[src/rtl/ps2_key_ctrl.sv]
// ps2_key_ctrl: drains the PS/2 receiver FIFO one byte at a time, folds the
// E0 (extended) and F0 (break) prefixes into single key events, and hands
// each event to the consumer on a valid/ready handshake. It also tracks the
// currently held key and counts non-repeat presses.
module ps2_key_ctrl (
   input  logic       clk,
   input  logic       clrn,
   input  logic [7:0] rx_data,
   input  logic       rx_ready,
   input  logic       rx_overflow,
   output logic       rx_nextdata_n,
   output logic       evt_valid,
   input  logic       evt_ready,
   output logic [7:0] evt_code,
   output logic       evt_ext,
   output logic       evt_break,
   output logic       evt_repeat,
   output logic [7:0] active_code,
   output logic       active_ext,
   output logic [7:0] press_count,
   output logic       err_overflow
);

   typedef enum logic [1:0] {
      IDLE   = 2'd0,
      POP    = 2'd1,
      SETTLE = 2'd2
   } state_t;

   localparam logic [7:0] CODE_EXT = 8'hE0;
   localparam logic [7:0] CODE_BRK = 8'hF0;

   state_t     state_q;
   logic [7:0] byte_q;
   logic       ext_pend_q;
   logic       brk_pend_q;
   logic       nextdata_n_q;
   logic       evt_valid_q;
   logic [7:0] evt_code_q;
   logic       evt_ext_q;
   logic       evt_break_q;
   logic       evt_repeat_q;
   logic [7:0] active_code_q;
   logic       active_ext_q;
   logic [7:0] press_count_q;
   logic       err_overflow_q;

   logic       is_ctrl_d;
   logic       key_match_d;
   logic       is_repeat_d;
   logic [7:0] press_count_d;

   // Classify the captured byte against the held key.
   always_comb begin
      // NOTE: every signal gets a default before any branch so no latch is inferred.
      is_ctrl_d     = 1'b0;
      key_match_d   = 1'b0;
      is_repeat_d   = 1'b0;
      press_count_d = press_count_q + 8'd1;
      if (byte_q inside {8'hAA, 8'hFA, 8'hFE, 8'hEE, 8'h00, 8'hFF, 8'hE1}) begin
         is_ctrl_d = 1'b1;
      end
      key_match_d = (byte_q == active_code_q) && (ext_pend_q == active_ext_q);
      // A repeat needs a held key; 00 in active_code means nothing is held.
      is_repeat_d = !brk_pend_q && key_match_d && (active_code_q != 8'h00);
   end

   // Pop/decode sequencer with registered outputs and event handshake.
   always_ff @(posedge clk or posedge clrn) begin
      if (clrn) begin
         state_q        <= IDLE;
         byte_q         <= 8'h00;
         ext_pend_q     <= 1'b0;
         brk_pend_q     <= 1'b0;
         nextdata_n_q   <= 1'b1;
         evt_valid_q    <= 1'b0;
         evt_code_q     <= 8'h00;
         evt_ext_q      <= 1'b0;
         evt_break_q    <= 1'b0;
         evt_repeat_q   <= 1'b0;
         active_code_q  <= 8'h00;
         active_ext_q   <= 1'b0;
         press_count_q  <= 8'h00;
         err_overflow_q <= 1'b0;
      end else begin
         // NOTE: non-blocking assignments so every register sees pre-edge values.
         if (rx_overflow) begin
            err_overflow_q <= 1'b1;
         end
         if (evt_valid_q && evt_ready) begin
            evt_valid_q <= 1'b0;
         end
         case (state_q)
            IDLE: begin
               // Holding off while an event is pending leaves back-pressure in the FIFO.
               if (rx_ready && !evt_valid_q) begin
                  byte_q       <= rx_data;
                  nextdata_n_q <= 1'b0;
                  state_q      <= POP;
               end
            end
            POP: begin
               nextdata_n_q <= 1'b1;
               state_q      <= SETTLE;
               if (byte_q == CODE_EXT) begin
                  ext_pend_q <= 1'b1;
               end else if (byte_q == CODE_BRK) begin
                  brk_pend_q <= 1'b1;
               end else begin
                  ext_pend_q <= 1'b0;
                  brk_pend_q <= 1'b0;
                  if (!is_ctrl_d) begin
                     evt_valid_q  <= 1'b1;
                     evt_code_q   <= byte_q;
                     evt_ext_q    <= ext_pend_q;
                     evt_break_q  <= brk_pend_q;
                     evt_repeat_q <= is_repeat_d;
                     if (!brk_pend_q) begin
                        if (!is_repeat_d) begin
                           press_count_q <= press_count_d;
                           active_code_q <= byte_q;
                           active_ext_q  <= ext_pend_q;
                        end
                     end else if (key_match_d) begin
                        active_code_q <= 8'h00;
                        active_ext_q  <= 1'b0;
                     end
                  end
               end
            end
            SETTLE: begin
               // Give the FIFO one cycle to present its next head and rx_ready.
               state_q <= IDLE;
            end
            default: begin
               state_q <= IDLE;
            end
         endcase
      end
   end

   assign rx_nextdata_n = nextdata_n_q;
   assign evt_valid     = evt_valid_q;
   assign evt_code      = evt_code_q;
   assign evt_ext       = evt_ext_q;
   assign evt_break     = evt_break_q;
   assign evt_repeat    = evt_repeat_q;
   assign active_code   = active_code_q;
   assign active_ext    = active_ext_q;
   assign press_count   = press_count_q;
   assign err_overflow  = err_overflow_q;

endmodule

[config.mk]
export PLATFORM = sky130hd
export DESIGN_NAME = ps2_key_ctrl
export DESIGN_NICKNAME = d
export VERILOG_FILES = /design/src/rtl/ps2_key_ctrl.sv
export SDC_FILE = /design/constraint.sdc
export NUM_CORES = 1
export LEC_CHECK = 0
export CAP_MARGIN = 20
export CORE_UTILIZATION = 49
export DETAILED_ROUTE_END_ITERATION = 10
export PLACE_DENSITY = 0.86
export SETUP_SLACK_MARGIN = 0.05
export SLEW_MARGIN = 20
export SYNTH_ARGS = -nofsm -noshare
export SYNTH_HDL_FRONTEND = slang
export SYNTH_SLANG_ARGS = --single-unit
[constraint.sdc]
create_clock -name clk -period 2.8 [get_ports clk]
set_input_delay 0.56 -clock clk [delete_from_list [all_inputs] [get_ports clk]]
set_output_delay 0.56 -clock clk [all_outputs]
set_load 0.005 [all_outputs]
* Yosys cells after proc, flatten, opt, wreduce, memory -nomap -nowiden *
Index checks and enable logic that the tools add are counted.

word-level totals
  input bits = 13
  bits in registers = 43
  output and inout bits = 31
  word-level logic and storage cells = 73

operators by class
  multiplexer cells = 19
  reduce and logical (&&, ||, !) cells = 19
  $add $sub $neg = 1
  bitwise gates (word level) = 5
  eq/ne operators = 15

operators with widths
  operator               number
  $eq A8 B8 Y1 const B   8
  $mux W8                3
  $mux W1                13
  $reduce_and A6 Y1      2
  $add A8 B1 Y8 const B  1
  $eq A8 B8 Y1           1
  $logic_not A8 Y1       1
  $reduce_and A2 Y1      4
  $reduce_bool A8 Y1     1
  $reduce_bool A7 Y1     1
  $ne A2 B2 Y1 const B   3
  $logic_and A1 B1 Y1    5
  $not A1 Y1             5
  $pmux W2 S2            1
  $reduce_and A4 Y1      1
  $eq A2 B1 Y1 const B   1
  $logic_not A1 Y1       2
  $logic_not A2 Y1       1
  $mux W2                1
  $ne A2 B1 Y1 const B   1
  $pmux W1 S2            1
  $reduce_bool A2 Y1     1
  $eq A1 B1 Y1           1

* Longest topological paths before layout *
  depth in word-level cells = 7
  depth in mapped cells = 9
  gate-level depth less buffers = 6

* Least setup slack after synthesis *
OpenSTA, ideal clock, no wires.

  path kind = register -> register
  start = register active_code_q[6] (netlist: active_code[6])
  end = register active_code_q[0] (netlist: active_code[0])
  buffers on the path = 2
  arrival = 1843 ps
  data required time = 2679 ps
  setup slack = 836 ps
  setup time = 121 ps
  clock period less this slack = 1964 ps
  cell stages (with the launch flop) = 9
  cell sequence = dfrtp_1 > nor4_1 > a21oi_1 > and4_1 > or3_1 > buf_6 > a21o_1 > buf_6 > a22o_1

between the ends
  longest elaborated chain between the ends = 6
  elaborated cells on any way between the ends = 8
  classes of those cells = eq/ne (3); reduce/logical (5)

RTL lines
  element                                 RTL line  RTL
  from (decl)                             43        logic [7:0] active_code_q;
  from (signal assigned)                  121       active_code_q <= byte_q;
  $eq A8 B8 Y1                            63        key_match_d = (byte_q == active_code_q) && (ext_pend_q == active_ext_q);
  $logic_and A1 B1 Y1                     63
  $logic_and A1 B1 Y1 (2 in a row)        65        is_repeat_d = !brk_pend_q && key_match_d && (active_code_q != 8'h00);
  $ne A2 B2 Y1 (no source line)           -
  $reduce_and A6 Y1 (no source line) (*)  -

Every way passes the cells marked *; elsewhere a longest branch is shown, timed or not.
A chain may end at the register's enable or synchronous reset.

* Worst setup path in the final report *
  start = register active_code_q[6] (netlist: active_code[6])
  end = register press_count_q[1] (netlist: press_count[1])

between the ends
  longest elaborated chain between the ends = 6
  elaborated cells on any way between the ends = 7
  classes of those cells = eq/ne (1); bitwise (1); reduce/logical (5)

RTL lines
  element                                 RTL line  RTL
  $eq A8 B8 Y1                            63
  $logic_and A1 B1 Y1                     63
  $logic_and A1 B1 Y1                     65
  $logic_and A1 B1 Y1 (*)                 65
  $not A1 Y1 (no source line) (*)         -
  $reduce_and A6 Y1 (no source line) (*)  -
  to (signal assigned)                    120       press_count_q <= press_count_d;
  to (decl)                               45        logic [7:0] press_count_q;

Marks and branches as above.

==> summary.md <==
| Metric | Value |
|---|---|
| Final Hold Vio Count | 0 |
| Detail Route Antenna Nets | 0 |
| Clk_skew | 0.0100 ns |
| Die width | 65.0 µm |
| Design area | 2450 µm² |
| Clock Tree Buf Depth | 2 |
| Max VDD drop | 0.000710 V |
| Initial core utilization | 0.519 |
| CP Class | register to register |
| CTS tree | yes |
| Netlist cell types | 36 |
| Hold Slack | 0.472 ns |
| CORE AREA | 3740 µm² |
| Cell area after synthesis | 1940 µm² |
| Sink Count | 43 |
| Site Rows | 22 |
| DIE AREA | 4220 µm² |
| Port Buf Inserts | 43 |
| Number of synthesized flops with an enable pin | 0 |
| Cells after Synth | 159 |
| FF+latch count, synth | 43 |
| Clock slew at reported path FFs | 0.08 ns |
| Post-DP HPWL | 2830 µm |
| Synth async-reset ratio | 1.00 |
| Via density | 5.56 |
| Critical Path Start Type | register |
| Routed vias | 1378 |
| Setup TNS | 0 ns |
| Syn nets | 173 |
| Met2 Track Usage GR | 0.332 |
| Arr. time, crit path | 2.54 ns |
| Fillers | 308 |
| Setup bufs post-CTS | 0 |
| Max Slew Vio Count | 0 |
| Worst hold-check path type | register to register |
| Initial antenna violation count | 0 |
| Ys flop type | dfrtp_1 |
| Max frequency | 426 MHz |
| Cts bufs inserted | 5 |
| Ant diodes | 0 |
| R2R setup slack | 0.45 ns |
| Critical path buffers and inverters | 1 |
| CTS Hold Bufs | 0 |
| Root Driver | clkbuf_8 |
| Period minus WS final | 2.35 ns |
| Worst path top cell family by delay | simple AND/OR/NAND/NOR gates |
| Net count, final | 213 |
| Crit-path slowest cell | or3_1 |
| Layout cells sized above 1 | 0.155 |
| Setup-failing EPs final | 0 |
| 1st-pass router iterations | 4 |
| Met1 GRT Util | 0.260 |
| Worst Path Required | 2.99 ns |
| LEAKAGE | 1.09 nW |
| Pin count of the biggest net entering global routing | 44 |
| CP cell instances | nor4_1 -> a21oi_1 -> and4_1 -> or3_1 -> nor2_2 -> buf_4 -> mux2_2 |
| Vias in the first global route | 1350 |
| All-Layer GR Usage | 0.210 |
| Iteration-0 DRC Markers | 118 |
| Grt peak-use layer | met2 |
| Chip height | 65.0 µm |
| Crit Path Max Fanout | 11 |
| Max_slew headroom | 0.650 |
| Drt wl/cell | 16.0 µm |
| Seq/Total Area, Yosys | 0.554 |
| Resized cells post-CTS | 0 |
| Area share of the largest cell type after synthesis | 0.541 |
| Yosys warning count | 0 |
| Outcome | completed |
| Final WL | 3960 µm |
| Area growth syn-to-layout | 26.3% |
| CP Capture Type | register |
| First-pass GRT wire length | 6450 µm |
| Worst-skew pair later-pin latency | 0.31 ns |
| Placed instance area | 2360 µm² |
| GRT Residual Overflow | 0 |
| Power Density | 1130 nW/µm² |
| Unrepaired setup endpoints after global routing | no |
| Biggest cell delay along the critical path | 0.48 ns |
| Worst Max-Slew Pin Slew | 0.525 ns |
| DRC viols | 0 |
| Cell taking the most area after synthesis | dfrtp_1 |
| H-Tree Depth | 2 |
| GP Congestion | 0.902 |
| Met3 GRT Util | 0.0581 |
| Mean Syn Cell Area | 12.2 µm² |
| Number of max-cap violations | 0 |
| Largest cells by area after synthesis | dfrtp_1, mux2_2, xor2_1 |
| I/O pin count | 44 |
| Fin crit share | 0.838 |
## path summary, 6_finish.rpt
path	cells past startpoint	to	start
setup / recovery	7	press_count[1]	active_code[6]
hold / removal	1	err_overflow	err_overflow
setup reg to reg	7	press_count[1]	active_code[6]
hold reg to reg	1	err_overflow	err_overflow
max in group asynchronous	3	rx_nextdata_n	clrn
min in group asynchronous	3	press_count[3]	clrn
## synthesized netlist by cell type, types with 2 or more instances
cell / instances
dfrtp_1: 42
mux2_2: 16
xor2_1: 16
a22o_1: 11
nor2_1: 9
nor4_1: 6
buf_2: 5
buf_6: 5
inv_1: 5
o21ai_0: 5
nand2_1: 4
nand3_1: 4
a21oi_1: 3
nor3_1: 3
and4_1: 2
buf_4: 2
o21ai_1: 2
## cell families after synthesis
group                      count (synthesis)  synth area share
AOI/OAI and AO/OA                         25            0.0907
and+or+nand+nor                           39             0.118
adders and majority gates                  1           0.00643
muxes                                     16            0.0927
xor gates and xnor gates                  17            0.0766
DFF                                       43             0.554
buffers and inverters                     18            0.0611
## state kept, by name (all words and copies together), names as in the netlist
signal and flops:
active_code 8, byte_q 8, evt_code 8, press_count 8, state_q 2, active_ext 1
brk_pend_q 1, err_overflow 1, evt_break 1, evt_ext 1, evt_repeat 1, evt_valid 1
ext_pend_q 1, rx_nextdata_n 1
## layer usage
metal	wire length [µm]	vias up
met1	1720	682
met5	0	-
li1	-	636
met4	87	0
met2	1930	51
met3	228	9
## through the flow
step / worst slack [ns] / cells / total power, mW / utilization
final: 0.452 / 248 / 2.77 / 0.656
after global routing: 0.316 / 248 / 2.94 / 0.656
after CTS: 0.454 / 248 / 2.79 / 0.656
after detailed placement: 0.488 / 240 / 2.37 / 0.631
after global placement: 0.564 / 240 / 2.31 / 0.631
after floorplan: 0.836 / 159 / 1.89 / -
## cell type report
class / instances / area, µm² / area share
Tap cell: 48 / 60.1 / 0.0245
Multi-Input combinational cell: 98 / 754 / 0.307
Inverter: 5 / 18.8 / 0.00765
Clock buffer: 7 / 86.3 / 0.0352
Timing Repair Buffer: 46 / 453 / 0.185
Sequential cell: 43 / 1080 / 0.439
Clock inverter: 1 / 5.00 / 0.00204
## power breakdown
part	leakage (nW)	total, mW	switching (mW)	internal, mW
clock	0.0482	0.407	0.208	0.199
sequential	0.531	1.25	0.359	0.892
combinational	0.510	1.12	0.432	0.684
total	1.09	2.77	0.999	1.77
## cell usage in the layout (no fill, tap or decap), drive strengths merged, types with 2 or more instances in the layout
master         instances
clkdlybuf4s50         43
dfrtp                 42
xor2                  16
mux2                  16
a22o                  11
nor2                  10
nor4                   7
clkbuf                 7
o21ai                  7
inv                    5
nand3                  4
nand2                  4
nor3                   3
a21oi                  3
buf                    3
and4                   2
(Power assumes the default switching activity.)
==> RTL change 1, RTL diff (same settings) <==
Put one more register stage on the output `err_overflow`, with the module's reset. The value now appears one clock later. The other outputs are not delayed to match.
--- a/src/rtl/ps2_key_ctrl.sv
+++ b/src/rtl/ps2_key_ctrl.sv
@@ -148,7 +148,13 @@
    assign active_code   = active_code_q;
    assign active_ext    = active_ext_q;
    assign press_count   = press_count_q;
-   assign err_overflow  = err_overflow_q;
+   always_ff @(posedge clk or posedge clrn) begin
+      if (clrn) begin
+         err_overflow <= '0;
+      end else begin
+         err_overflow <= err_overflow_q;
+      end
+   end
 
 endmodule
 
Check against the original RTL: not equivalent (Yosys sat finds a counterexample within 4 cycles, from zero or initial values).
==> RTL change 1 against the original RTL <==
  * Count of clock-buffer cells in the layout shrank 2
  * Final area grew 1.8%
  * Power grew 2.8%
  * Worst hold slack lost 0.095 ns
  * Sequential cell count grew 1
  * Synthesized area grew 1.3%
  * Utilization grew 1.2 points
  * Critical endpoint unchanged
  * Clock power grew 18%
  * Critical path depth is the same
  * Synthesized cell count grew 0.63%
  * Wire length shrank 1.3%
  * Setup slack gained 0.015 ns
==> RTL change 1: results (changes against the original RTL) <==
## Status
* result of the run: complete, no violations, unchanged

## Placed design
* dpl ws: 0.489 ns, was 0.488 ns
* final RePlAce weighted congestion: 0.839, was 0.902
* I/O Buffers: 43, unchanged
* Detail Placement HPWL: 2800 um, was 2830 um

## Synth
* Synth top area share: 54.6%, was 54.1%
* share of flip-flops with an asynchronous set or reset: 100%, unchanged
* share of synthesized area occupied by flip-flops and latches: 56.0%, was 55.4%
* top cells by area in the synthesized netlist: sky130_fd_sc_hd__dfrtp_1, sky130_fd_sc_hd__mux2_2, sky130_fd_sc_hd__xor2_1, sky130_fd_sc_hd__a22o_1, sky130_fd_sc_hd__buf_6, unchanged
* most numerous cell types in the synthesized netlist: sky130_fd_sc_hd__dfrtp_1, sky130_fd_sc_hd__mux2_2, sky130_fd_sc_hd__xor2_1, sky130_fd_sc_hd__a22o_1, sky130_fd_sc_hd__nor2_1, unchanged
* nets in the synthesized netlist: 174, was 173

## Clock tree
* H-Tree Depth: 2, unchanged
* CTS root buffer: sky130_fd_sc_hd__clkbuf_8, unchanged
* post-cts repair resize count: 0, unchanged
* clock slew at the register clock pins of the worst setup and hold paths: 0.09 ns
* # Post-CTS Setup Buffers: 0, unchanged
* Inserted Clock Buffers: 5, unchanged
* clock latency at the later pin of the worst-skew pair: 0.30 ns

## Worst setup path
* startpoint class of the critical path: flip-flop, unchanged
* endpoint of the worst setup timing path: press_count[1], unchanged
* CP delay by family, top: simple AND/OR/NAND/NOR gates, unchanged
* setup slack on the worst flop-to-flop path: 0.47 ns
* Reg2Reg Launch Point: active_code[6], unchanged
* critical-path cell with the highest stage delay: sky130_fd_sc_hd__or3_1, unchanged
* data arrival time at the worst-slack endpoint: 2.52 ns, was 2.54 ns
* Slowest Stage Delay on Critical Path: 0.46 ns, was 0.48 ns

## Timing
* final critical path time including I/O delays and setup: 2.33 ns, was 2.35 ns
* headroom to the max-slew limit: 64.5%, was 65.0%
* worst setup skew after layout: 0.0118 ns, was 0.0100 ns

## Routing
* drt initial violations: 54, was 118
* routed via count: 1395, was 1378
* routed wire length: 3910 um, was 3960 um

## Final layout
* fraction of final layout cells with drive strength greater than 1: 15.9%, was 15.5%
* layout filler cell count: 296, was 308
* fin nets: 214, was 213

## GRT
* gr usage total: 21.8%, was 21.0%
* vias in the first global route: 1414, was 1350
* maximum number of pins on one net before global-route repair: 45, was 44
* global-route wire length before repair: 6800 um, was 6450 um

## Power and ir drop
* leakage power: 1.10 nW, was 1.09 nW
* peak ir drop on the vdd network: 656 uV, was 710 uV

## Min path
* worst min-delay path class: reg2reg, unchanged

RTL change 1: where the power goes:
| group | internal (mW) | leakage, nW | switching [mW] |
|---|---|---|---|
| Sequential | 0.906 | 0.540 | 0.355 |
| Combinational | 0.684 | 0.510 | 0.425 |
| Clock | 0.264 | 0.0541 | 0.216 |
RTL change 1: layout make-up:
cell class / instances / area, sq um / area share (%)
sequential: 44 / 1100 / 44.1
clock buffer: 5 / 68.8 / 2.75
tap: 48 / 60.1 / 2.40
clock inverter: 3 / 42.5 / 1.70
multi-input combinational: 98 / 754 / 30.2
timing repair buffer: 46 / 453 / 18.1
inverter: 5 / 18.8 / 0.751
RTL change 1: logic make-up after synthesis:
logic type	share of synthesized area, %
compound gates	8.96
xor+xnor	7.56
fa+ha+maj	0.635
buf+inv	6.03
flops	56.0
mux	9.15
simple gates	11.7
RTL change 1: how the worst min path moves through the flow:
stage	startpoint	end	slack, ns	cells after the start
2_1_floorplan	err_overflow_q	err_overflow	0.35	0
3_3_place_gp	err_overflow_q	err_overflow	0.36	0
3_5_place_dp	err_overflow_q	err_overflow	0.36	0
4_1_cts	err_overflow_q	err_overflow	0.38	0
5_1_grt	err_overflow_q	err_overflow	0.39	0
6_report	err_overflow_q	err_overflow	0.38	0
RTL change 1: layer usage:
| layer | track usage [%] | routed length, um | part of all wire [%] |
|---|---|---|---|
| met1 | 27.6 | 1730 | 44 |
| met2 | 33.2 | 1860 | 48 |
| met3 | 8.51 | 253 | 6.5 |
| met5 | 0 | 0 | 0 |
| met4 | 9.24 | 61 | 1.6 |
RTL change 1: through the flow:
stage	hold WS, ns	area, sq um	instances
floorplan	0.347	1970	160
finish	0.377	2500	249
global route	0.393	2500	249
detailed placement	0.363	2390	241
CTS	0.383	2500	249
global placement	0.357	2390	241
RTL change 1: worst reg2reg max path, cell delays in order (launching register included):
cell	delay (ns)
sky130_fd_sc_hd__dfrtp_1	0.43
sky130_fd_sc_hd__nor4_1	0.33
sky130_fd_sc_hd__a21oi_1	0.11
sky130_fd_sc_hd__and4_1	0.22
sky130_fd_sc_hd__or3_1	0.46
sky130_fd_sc_hd__nor2_2	0.14
sky130_fd_sc_hd__buf_4	0.19
sky130_fd_sc_hd__mux2_2	0.34
